==> config.mk <==
export PLATFORM = sky130hd
export DESIGN_NAME = z_event_monitor
export DESIGN_NICKNAME = d
export VERILOG_FILES = /design/src/rtl/z_event_monitor_pkg.sv /design/src/rtl/zmon_edge_det.sv /design/src/rtl/z_event_monitor.sv
export SDC_FILE = /design/constraint.sdc
export NUM_CORES = 1
export LEC_CHECK = 0
export CORE_MARGIN = 3
export CORE_UTILIZATION = 59
export DETAILED_ROUTE_END_ITERATION = 8
export HOLD_SLACK_MARGIN = 0.06
export PLACE_DENSITY = 0.88
export RECOVER_POWER = 50
export SYNTH_ARGS = -nofsm -noshare
export SYNTH_HDL_FRONTEND = slang
export SYNTH_SLANG_ARGS = --single-unit
==> constraint.sdc <==
create_clock -name clk -period 4.33 [get_ports clk]
set_input_delay 0.6495 -clock clk [delete_from_list [all_inputs] [get_ports clk]]
set_output_delay 0.6495 -clock clk [all_outputs]
set_load 0.03 [all_outputs]
==> src/rtl/z_event_monitor_pkg.sv <==
// Shared encodings and defaults for the z event monitor.
// Build option: ZMON_SYNC2_EN selects a two-flop z_in synchronizer.
package z_event_monitor_pkg;

    localparam int ZMON_CNT_W  = 8;
    localparam int ZMON_WINDOW = 16;

    typedef enum logic [1:0] {
        ZMON_IDLE   = 2'd0,
        ZMON_COUNT  = 2'd1,
        ZMON_REPORT = 2'd2
    } zmon_state_e;

endpackage

==> src/rtl/zmon_edge_det.sv <==
// Samples asynchronous z_in and flags its rising edges.
// Build option: ZMON_SYNC2_EN adds a second synchronizer stage.
module zmon_edge_det (
    input  logic clk,
    input  logic rst,
    input  logic z_in,
    output logic rise
);

    logic z_s;
    logic z_prev;

`ifdef ZMON_SYNC2_EN
    logic z_meta;

    always_ff @(posedge clk or posedge rst) begin
        if (rst) begin
            z_meta <= 1'b0;
            z_s    <= 1'b0;
            z_prev <= 1'b0;
        end else begin
            z_meta <= z_in;
            z_s    <= z_meta;
            z_prev <= z_s;
        end
    end
`else
    always_ff @(posedge clk or posedge rst) begin
        if (rst) begin
            z_s    <= 1'b0;
            z_prev <= 1'b0;
        end else begin
            z_s    <= z_in;
            z_prev <= z_s;
        end
    end
`endif

    assign rise = z_s & ~z_prev;

endmodule

==> src/rtl/z_event_monitor.sv <==
// Counts z rising edges per fixed window and hands each count downstream.
// Build option: ZMON_SYNC2_EN (two-flop synchronizer in zmon_edge_det).
module z_event_monitor
    import z_event_monitor_pkg::*;
#(
    parameter int CNT_W  = ZMON_CNT_W,
    parameter int WINDOW = ZMON_WINDOW
) (
    input  logic             clk,
    input  logic             rst,
    input  logic             z_in,
    input  logic             en,
    input  logic             out_ready,
    output logic             out_valid,
    output logic [CNT_W-1:0] out_count,
    output logic             overflow,
    output logic             busy
);

    localparam int WIN_W = $clog2(WINDOW);
    localparam logic [WIN_W-1:0] WIN_LAST = WIN_W'(WINDOW - 1);

    zmon_state_e      state;
    logic [CNT_W-1:0] ev_cnt;
    logic [CNT_W-1:0] ev_next;
    logic [WIN_W-1:0] win_cnt;
    logic             ovf;
    logic             ovf_next;
    logic             rise;

    zmon_edge_det u_edge (
        .clk  (clk),
        .rst  (rst),
        .z_in (z_in),
        .rise (rise)
    );

    // Saturating event count including the current cycle's edge
    always_comb begin
        ev_next  = ev_cnt;
        ovf_next = ovf;
        if (rise) begin
            if (&ev_cnt) begin
                ovf_next = 1'b1;
            end else begin
                ev_next = ev_cnt + CNT_W'(1);
            end
        end
    end

    always_ff @(posedge clk or posedge rst) begin
        if (rst) begin
            state     <= ZMON_IDLE;
            ev_cnt    <= '0;
            win_cnt   <= '0;
            ovf       <= 1'b0;
            out_valid <= 1'b0;
            out_count <= '0;
            overflow  <= 1'b0;
            busy      <= 1'b0;
        end else begin
            case (state)
                ZMON_IDLE: begin
                    if (en) begin
                        state   <= ZMON_COUNT;
                        busy    <= 1'b1;
                        ev_cnt  <= '0;
                        win_cnt <= '0;
                        ovf     <= 1'b0;
                    end
                end
                ZMON_COUNT: begin
                    ev_cnt  <= ev_next;
                    ovf     <= ovf_next;
                    win_cnt <= win_cnt + WIN_W'(1);
                    if (win_cnt == WIN_LAST) begin
                        state     <= ZMON_REPORT;
                        busy      <= 1'b0;
                        out_valid <= 1'b1;
                        out_count <= ev_next;
                        overflow  <= ovf_next;
                    end
                end
                ZMON_REPORT: begin
                    if (out_ready) begin
                        out_valid <= 1'b0;
                        if (en) begin
                            state   <= ZMON_COUNT;
                            busy    <= 1'b1;
                            ev_cnt  <= '0;
                            win_cnt <= '0;
                            ovf     <= 1'b0;
                        end else begin
                            state <= ZMON_IDLE;
                        end
                    end
                end
                default: begin
                    state     <= ZMON_IDLE;
                    busy      <= 1'b0;
                    out_valid <= 1'b0;
                end
            endcase
        end
    end

endmodule

==> results of run 1 <==
power groups by stage:
| stage | clock (mW) | combinational [mW] | sequential (mW) |
|---|---|---|---|
| CTS | 0.173 | 0.391 | 0.411 |
| global placement | 0 | 0.378 | 0.409 |
| detailed placement | 0 | 0.387 | 0.416 |
| finish | 0.168 | 0.389 | 0.412 |
| global route | 0.182 | 0.430 | 0.425 |
| floorplan | 0 | 0.231 | 0.461 |
Yosys cell counts, drive strengths merged (2+ instances only):
cell,number,area (µm²)
a21boi,2,15.0
a21oi,9,56.3
a31oi,6,37.5
and3,6,43.8
buf,5,40.0
clkbuf,2,7.51
dfrtp,28,701
ha,2,25.0
inv,2,7.51
mux2i,3,30.0
nand2,19,73.8
nand2b,5,38.8
nand3,2,10.0
nand4,2,12.5
nor2,11,41.3
nor2b,2,12.5
nor3,2,10.0
o21ai,10,53.8
o22ai,3,18.8
o31ai,2,20.0
xnor2,3,26.3
xor2,3,26.3
worst min-delay path by stage:
stage	from	slack, ns	to	cells after the start
final	u_edge.z_s$_DFF_PP0_	0.47	u_edge.z_prev$_DFF_PP0_	0
after global routing	u_edge.z_s$_DFF_PP0_	0.51	u_edge.z_prev$_DFF_PP0_	0
after CTS	u_edge.z_s$_DFF_PP0_	0.47	u_edge.z_prev$_DFF_PP0_	0
after floorplan	u_edge.z_s$_DFF_PP0_	0.40	u_edge.z_prev$_DFF_PP0_	0
after detailed placement	u_edge.z_s$_DFF_PP0_	0.43	u_edge.z_prev$_DFF_PP0_	0
after global placement	u_edge.z_s$_DFF_PP0_	0.43	u_edge.z_prev$_DFF_PP0_	0
metal layers:
layer  vias up  part of all wire [%]  GRT usage (%)
met4         0                   2.1           9.72
met1       529                    43           28.2
li1        533                     -              -
met3         7                   5.3           3.49
met2        46                    50           38.6
met5         -                     0              0
worst max-delay path, stage by stage (launching register included):
cell,delay [ns]
dfrtp_1,0.44
nor2b_1,1.02
nand2_2,0.38
o31ai_1,0.35
flip-flops by register name, indices dropped and copies added (netlist names):
| name | count |
|---|---|
| out_count | 8 |
| out_valid | 1 |
| ovf | 1 |
| overflow | 1 |
| state | 2 |
| win_cnt | 4 |
| u_edge.z_s | 1 |
| busy | 1 |
| ev_cnt | 8 |
| u_edge.z_prev | 1 |
kinds of logic after synthesis:
logic type,synth area share (%)
AO/OA/AOI/OAI,18.8
XOR/XNOR,3.72
adder cells (fa/ha/maj),1.77
buffers and inverters,3.90
flip-flops,49.6
multiplexers,2.13
AND/OR/NAND/NOR,20.1
final cells by class:
| type | count | area [µm²] |
|---|---|---|
| Inverter | 2 | 7.51 |
| Multi-Input combinational cell | 104 | 653 |
| Timing Repair Buffer | 15 | 150 |
| Clock buffer | 3 | 22.5 |
| Fill cell | 176 | 634 |
| Tap cell | 28 | 35.0 |
| Clock inverter | 1 | 30.0 |
| Sequential cell | 28 | 701 |
cells in the final DEF, fill, tap and decap left out, types with 2 or more instances in the layout:
master           instances
dfrtp_1                 28
nand2_1                 18
nor2_1                  11
clkdlybuf4s50_1         11
a21oi_1                  8
o21ai_0                  8
a31oi_1                  6
nand2b_1                 4
and3_1                   4
dlygate4sd3_1            4
mux2i_1                  3
o22ai_1                  3
xor2_1                   3
xnor2_1                  3
clkbuf_4                 3
nand3_1                  2
nor2b_1                  2
nand4_1                  2
o21ai_1                  2
inv_1                    2
nor3_1                   2
ha_1                     2
stage by stage:
step	power (mW)	utilization, %
floorplan	0.692	-
global placement	0.787	69.4
detailed placement	0.803	69.4
CTS	0.975	71.8
global route	1.04	71.6
finish	0.969	71.6
==> impl_metrics.tcl, run 1 <==
set metrics [dict create \
    p_per_area_nw_per_um2 606 \
    period_share_pct 52.9 \
    holdCritPathClass "flip-flop to flip-flop" \
    antenna_found_initial 0 \
    synth_cells 141 \
    comb_power_share_pct 40.1 \
    r2r-end "out_count[6]$_DFFE_PP0P_" \
    die_h_um 54.9 \
    cp-endpoint "out_count[6]$_DFFE_PP0P_" \
    rsz0062_at_grt "false" \
    hpwl_mm 2.02 \
    holdWs_ns 0.465 \
    skew_ns 0.00560 \
    cp.required_ns 4.56 \
    cp-end-kind "flip-flop" \
    synth_edf_count 0 \
    cts_sinks 28 \
    ys_types 45 \
    yosys_warnings 0 \
    p_sw_share_pct 39.3 \
    cts_buffer_depth 2 \
    post-place-ws_ns 2.14 \
    htree_levels 1 \
    finalHoldViolations 0 \
    gp_congestion 0.849 \
    tns_ns 0 \
    synth-seq-cells 28 \
    startpoint "state[0]$_DFFE_PP0P_" \
    die_area_um2 3020 \
    io_buffers 15 \
    ys.flop_type "dfrtp_1" \
    avgSynthCellArea_um2 10.0 \
    grt_usage_pct 22.6 \
    fin_area_um2 1600 \
    cts_made_buffers 3 \
    min_period_ns 2.29 \
    critPathKind "flip-flop to flip-flop" \
    pin_count 16 \
    dp.cells 177 \
    die_w_um 54.9 \
    internal_power_mw 0.588 \
    setup_viol 0 \
    dr_total_vias 1115 \
    core_area_um2 2230 \
    r2r_setup_slack_ns 2.04 \
    relSlewSlack_pct 13.9 \
    ctsRootBufferMaster "clkbuf_4" \
    ys_seq_area_share_pct 49.6 \
    clk_pin_slew_worst_paths_ns 0.15 \
    row_count 17 \
    netlist_area_um2 1410 \
    start_util_pct 63.2 \
    final_cells 181 \
    drcViolationCount 0 \
    maxCapViolCount 0 \
    power_frac_seq_pct 42.5 \
    drv_slew 0 \
    worst_r2r_path_depth 3 \
    worstPathMaxFanout 17 \
    fmax_mhz 437 \
    cts_tree "built" \
    worstMarginPinSlew_ns 1.29 \
    reg2reg_from "state[0]$_DFFE_PP0P_" \
    grt_pass1_vias 1073 \
    drtIter0Drc 29 \
    syn-num-nets 148 \
    post_cts_resize_count 0 \
    antenna_cells 0 \
    clock_latency_ns 0.33 \
    timing.final.ws_setup_ns 2.04 \
    p_leak_nw 0.708 \
    final_layout_size_suffix_gt1_share_pct 6.54 \
    area_delta_synth_final_pct 13.2 \
    detail_route.wl_per_cell_um 15.9 \
    place_area_um2 1550 \
    grt_pass1_wl_mm 4.88 \
    via_per_inst 6.16 \
    wirelength_mm 2.88 \
    vdd.ir_drop.worst_v 0.000516 \
    grt_start_max_net_pins 29 \
    postRouteAntennaNets 0 \
    cts_hold_buf 0 \
    pwr-share-clk_pct 17.4 \
    post_cts_buffers 0 \
    drt_pass1_iterations 4 \
    critPathLaunchType "flip-flop" \
    grt_overflow 0 \
    num-nets-final 161 \
    arrival_ns 2.52 \
    synth-async-reset-ratio_pct 100 \
    outcome "completed" \
    switchingPower_mw 0.380 \
]
Power figures use the tool's default switching activity.
==> run 2, diff against run 1 <==
--- a/config.mk
+++ b/config.mk
@@ -6,10 +6,10 @@
 export NUM_CORES = 1
 export LEC_CHECK = 0
 export CORE_MARGIN = 3
-export CORE_UTILIZATION = 59
+export CORE_UTILIZATION = 54
 export DETAILED_ROUTE_END_ITERATION = 8
 export HOLD_SLACK_MARGIN = 0.06
-export PLACE_DENSITY = 0.88
+export PLACE_DENSITY = 0.82
 export RECOVER_POWER = 50
 export SYNTH_ARGS = -nofsm -noshare
 export SYNTH_HDL_FRONTEND = slang
==> constraint.sdc (replaced) <==
create_clock -name clk -period 2.4 [get_ports clk]
set_input_delay 0.36 -clock clk [delete_from_list [all_inputs] [get_ports clk]]
set_output_delay 0.36 -clock clk [all_outputs]
set_load 0.03 [all_outputs]
==> run 2 against run 1 <==
First-iteration DRC count is 6.9% lower; clock-buffer cell count stayed put; sequential cell count stayed put; power is 70% higher; via count is 0.72% lower; global-route usage is 3.4 points lower; clock power is 13% higher; clock skew is 0.0025 ns lower; combinational power is 84% higher; critical path depth stayed put; critical endpoint is now win_cnt[3]$_DFFE_PP0P_; largest cell class unchanged.
==> impl_metrics.tcl, run 2 (same netlist as run 1, synthesis figures left out) <==
set metrics [dict create \
    cts_hold_buf 0 \
    critPathKind "input pin to asynchronous set/reset pin" \
    start_util_pct 60.4 \
    drt_pass1_iterations 4 \
    worstPathMaxFanout 28 \
    grt_pass1_wl_mm 4.89 \
    io_buffers 15 \
    layout_common_cells "28 x dfrtp_1, 18 x nand2_1, 13 x clkdlybuf4s50_1, 11 x nor2_1" \
    p_leak_nw 0.699 \
    wl_met2_mm 1.25 \
    row_count 17 \
    final_cells 182 \
    worstMarginPinSlew_ns 1.49 \
    hpwl_mm 1.98 \
    dr_total_vias 1107 \
    die_area_um2 3270 \
    postRouteAntennaNets 0 \
    critPathLaunchType "input pin" \
    utilization_pct 67.5 \
    grt_overflow 0 \
    drtIter0Drc 27 \
    num-nets-final 163 \
    route.met3.wl_um 185 \
    drcViolationCount 0 \
    min_period_ns 1.82 \
    wirelength_mm 2.75 \
    dp.cells 179 \
    holdCritPathClass "flip-flop to flip-flop" \
    vdd.ir_drop.worst_v 0.000798 \
    grt_start_max_net_pins 29 \
    clock_latency_ns 0.33 \
    maxCapViolCount 0 \
    clk_pin_slew_worst_paths_ns 0.13 \
    period_share_pct 75.9 \
    mostFrequentLayoutCell "dfrtp_1" \
    p_per_area_nw_per_um2 1040 \
    cp.required_ns 2.61 \
    cts_sinks 28 \
    highest_layer "met4" \
    place_area_um2 1570 \
    htree_levels 1 \
    grt_pass1_vias 1011 \
    tns_ns 0 \
    antenna_found_initial 0 \
    pin_count 16 \
    gp_congestion 0.911 \
    wl_met1_mm 1.27 \
    die_h_um 57.1 \
    detail_route.wl_per_cell_um 15.1 \
    via_per_inst 6.08 \
    cts_made_buffers 3 \
    grt_usage_pct 19.2 \
    relSlewSlack_pct 0.833 \
    area_delta_synth_final_pct 11.9 \
    skew_ns 0.00307 \
    antenna_cells 0 \
    ctsRootBufferMaster "clkbuf_4" \
    cts_buffer_depth 2 \
    fin_area_um2 1580 \
    post_cts_resize_count 0 \
    finalHoldViolations 0 \
    outcome "completed" \
    setup_viol 0 \
    cp-end-kind "asynchronous set/reset pin" \
    post_cts_buffers 0 \
    design_power_total_mw 1.65 \
    fmax_mhz 549 \
    final_layout_size_suffix_gt1_share_pct 6.49 \
    core_area_um2 2340 \
    drv_slew 0 \
    rsz0062_at_grt "false" \
    die_w_um 57.1 \
    arrival_ns 2.03 \
    reg_top3 "ev_cnt (8), out_count (8), win_cnt (4)" \
    cts_tree "built" \
]
run 2: cell types whose count changed in the layout (fill, tap and decap cells not counted), sizes merged:
cell	previous run	this run
bufinv	1	0
clkbuf	3	4
clkdlybuf4s50	11	13
buf	0	1
dlygate4sd3	4	2
run 2: final timing paths:
kind                                      start                        to  slack, ns  depth (start not counted)
hold / removal             u_edge.z_s$_DFF_PP0_   u_edge.z_prev$_DFF_PP0_       0.47                          0
min in group asynchronous                   rst  out_count[7]$_DFFE_PP0P_       0.97                          3
max in group clk           state[0]$_DFFE_PP0P_     ev_cnt[1]$_DFFE_PP0P_       0.59                          4
setup / recovery                            rst    win_cnt[3]$_DFFE_PP0P_       0.58                          3
setup reg to reg           state[0]$_DFFE_PP0P_     ev_cnt[1]$_DFFE_PP0P_       0.59                          4
hold reg to reg            u_edge.z_s$_DFF_PP0_   u_edge.z_prev$_DFF_PP0_       0.47                          0
run 2: critical path, cell delays in order:
cell and delay [ns]:
dlygate4sd3_1 0.54, inv_1 0.05, clkbuf_1 1.08
run 2: area by class of cell:
cell class | instances | area [µm²]
Multi-Input combinational cell | 104 | 653
Inverter | 2 | 7.51
Fill cell | 192 | 759
Sequential cell | 28 | 701
Timing Repair Buffer | 17 | 161
Tap cell | 28 | 35.0
Clock buffer | 3 | 22.5
run 2: power breakdown:
group / total (mW) / switching, mW / internal, mW / leakage, nW
registers: 0.741 / 0.132 / 0.609 / 0.358
logic: 0.716 / 0.420 / 0.296 / 0.328
clock network: 0.189 / 0.130 / 0.0592 / 0.0138
total: 1.65 / 0.682 / 0.964 / 0.699
run 2: routing by layer:
| layer | global-route usage [%] | up-vias |
|---|---|---|
| li1 | - | 536 |
| met1 | 27.5 | 521 |
| met2 | 28.2 | 45 |
| met3 | 5.43 | 5 |
| met4 | 6.29 | 0 |
| met5 | 0 | - |
run 2: metrics by stage:
step | hold slack (ns) | setup WS, ns
6_report | 0.470 | 0.579
5_1_grt | 0.508 | 0.323
4_1_cts | 0.396 | 0.628
3_5_place_dp | 0.436 | 0.628
3_3_place_gp | 0.425 | 0.704
2_1_floorplan | 0.391 | 0.875
==> run 3, diff against run 2 <==
--- a/config.mk
+++ b/config.mk
@@ -6,10 +6,10 @@
 export NUM_CORES = 1
 export LEC_CHECK = 0
 export CORE_MARGIN = 3
-export CORE_UTILIZATION = 54
+export CORE_UTILIZATION = 49
 export DETAILED_ROUTE_END_ITERATION = 8
 export HOLD_SLACK_MARGIN = 0.06
-export PLACE_DENSITY = 0.82
+export PLACE_DENSITY = 0.79
 export RECOVER_POWER = 50
 export SYNTH_ARGS = -nofsm -noshare
 export SYNTH_HDL_FRONTEND = slang
==> constraint.sdc (replaced) <==
create_clock -name clk -period 1.6 [get_ports clk]
set_input_delay 0.24 -clock clk [delete_from_list [all_inputs] [get_ports clk]]
set_output_delay 0.24 -clock clk [all_outputs]
set_load 0.03 [all_outputs]
==> run 3 against run 2 <==
Cell area is 4.4% higher; register-to-register slack lost 0.52 ns; via count decreased by 1.8%; critical path depth increased by 2; sequential share of layout area shrank 1.8 points; routed wire length down 3.0%; power increased by 54%; global-route usage shrank 1.3 points; clock skew grew 0.012 ns; clock-buffer cell count up 1; clock power is 80% higher; die area increased by 9.1%.
==> impl_metrics.tcl, run 3 (same netlist as run 1, synthesis figures left out) <==
set metrics [dict create \
    outcome "completed" \
    drt_pass1_iterations 6 \
    cts_sinks 28 \
    grt_overflow 0 \
    setup_viol 0 \
    antenna_found_initial 0 \
    io_buffers 15 \
    wirelength_mm 2.67 \
    critPathKind "flip-flop to flip-flop" \
    p_leak_nw 0.777 \
    pwr-share-clk_pct 13.4 \
    critPathLaunchType "flip-flop" \
    relSlewSlack_pct 54.7 \
    die_h_um 59.7 \
    cts_buffer_depth 2 \
    path_delay_family "compound AO/OA/AOI/OAI gates" \
    holdWs_ns 0.460 \
    max_stage_delay_ns 0.43 \
    antenna_cells 0 \
    area_delta_synth_final_pct 16.8 \
    cts_hold_buf 0 \
    via_per_inst 5.63 \
    drcViolationCount 0 \
    final_layout_size_suffix_gt1_share_pct 14.7 \
    p_sw_share_pct 40.4 \
    period_share_pct 95.4 \
    gp_congestion 0.863 \
    layout_common_cells "27 x dfrtp_1, 18 x nand2_1, 11 x nor2_1, 11 x dlygate4sd2_1, 9 x buf_4" \
    holdCritPathClass "input pin to flip-flop" \
    cp_num_buf_inv 0 \
    p_per_area_nw_per_um2 1540 \
    skew_ns 0.0147 \
    grt_pass1_vias 1087 \
    reg_top3 "ev_cnt (8), out_count (8), win_cnt (4)" \
    hpwl_mm 2.03 \
    die_w_um 59.7 \
    power_frac_seq_pct 42.7 \
    worstMarginPinSlew_ns 0.680 \
    rsz0062_at_grt "false" \
    r2r_setup_slack_ns 0.07 \
    cts_tree "built" \
    tns_ns 0 \
    clock_latency_ns 0.34 \
    switchingPower_mw 1.03 \
    grt_usage_pct 17.9 \
    min_period_ns 1.53 \
    htree_levels 1 \
    finalHoldViolations 0 \
    pin_count 16 \
    detail_route.wl_per_cell_um 13.8 \
    grt_pass1_wl_mm 4.84 \
    postRouteAntennaNets 0 \
    cts_made_buffers 3 \
    maxCapViolCount 0 \
    fin_area_um2 1650 \
    crit_slowest_cell "dfrtp_1" \
    cp.required_ns 1.83 \
    dr_total_vias 1087 \
    internal_power_mw 1.51 \
    ctsRootBufferMaster "clkbuf_4" \
    mostFrequentLayoutCell "dfrtp_1" \
    design_power_total_mw 2.54 \
    core_area_um2 2610 \
    fmax_mhz 655 \
    crit_chain "ha_2, and3_2, a21oi_4, o21ai_1, a32o_1" \
    start_util_pct 54.1 \
    grt_start_max_net_pins 29 \
    row_count 18 \
    comb_power_share_pct 43.9 \
    num-nets-final 171 \
    drv_slew 0 \
    place_area_um2 1630 \
    drtIter0Drc 46 \
    utilization_pct 63.2 \
    die_area_um2 3560 \
    cp-end-kind "flip-flop" \
    clk_pin_slew_worst_paths_ns 0.13 \
    vdd.ir_drop.worst_v 0.00116 \
    arrival_ns 1.75 \
    worstPathMaxFanout 5 \
]
[run 3: power by group through the flow]
stage,Clock (mW),Combinational [mW],Sequential [mW]
after floorplan,0,0.625,1.25
after global placement,0,1.15,1.08
after detailed placement,0,1.19,1.10
after CTS,0.351,1.13,1.09
after global routing,0.378,1.25,1.12
final,0.341,1.12,1.08
[run 3: worst paths after layout]
kind	cells past startpoint	to	start
worst max register to register	5	ev_cnt[1]$_DFFE_PP0P_	ev_cnt[1]$_DFFE_PP0P_
worst min-delay path	1	u_edge.z_s$_DFF_PP0_	z_in
worst max-delay path	5	ev_cnt[1]$_DFFE_PP0P_	ev_cnt[1]$_DFFE_PP0P_
max in group asynchronous	3	ev_cnt[3]$_DFFE_PP0P_	rst
worst min register to register	0	u_edge.z_prev$_DFF_PP0_	u_edge.z_s$_DFF_PP0_
min in group asynchronous	3	busy$_DFFE_PP0P_	rst
[run 3: routing by layer]
layer	vias up	track usage, %	part of all wire (%)
met1	515	23.7	49
met3	4	4.54	4.4
li1	549	-	-
met5	-	0	0
met4	0	4.75	0.97
met2	19	29.2	46
[run 3: final cells by class]
type	instances	area [µm²]
Multi-Input combinational cell	104	658
Clock buffer	4	36.3
Timing Repair Buffer	25	209
Fill cell	232	962
Inverter	2	7.51
Sequential cell	28	702
Tap cell	30	37.5
[run 3: stage by stage]
step                instances  worst slack (ns)
floorplan                 141            0.0754
global placement          189            0.0822
detailed placement        189            0.0257
CTS                       193            0.0193
global route              193           0.00182
finish                    193            0.0731
[run 3: repair_timing]
action | in CTS | in global routing
setup endpoints to repair | 11 | 6
pin swaps | 0 | 2
cloned | 0 | 0
setup buffers | 0 | 0
resized for setup | 11 | 4
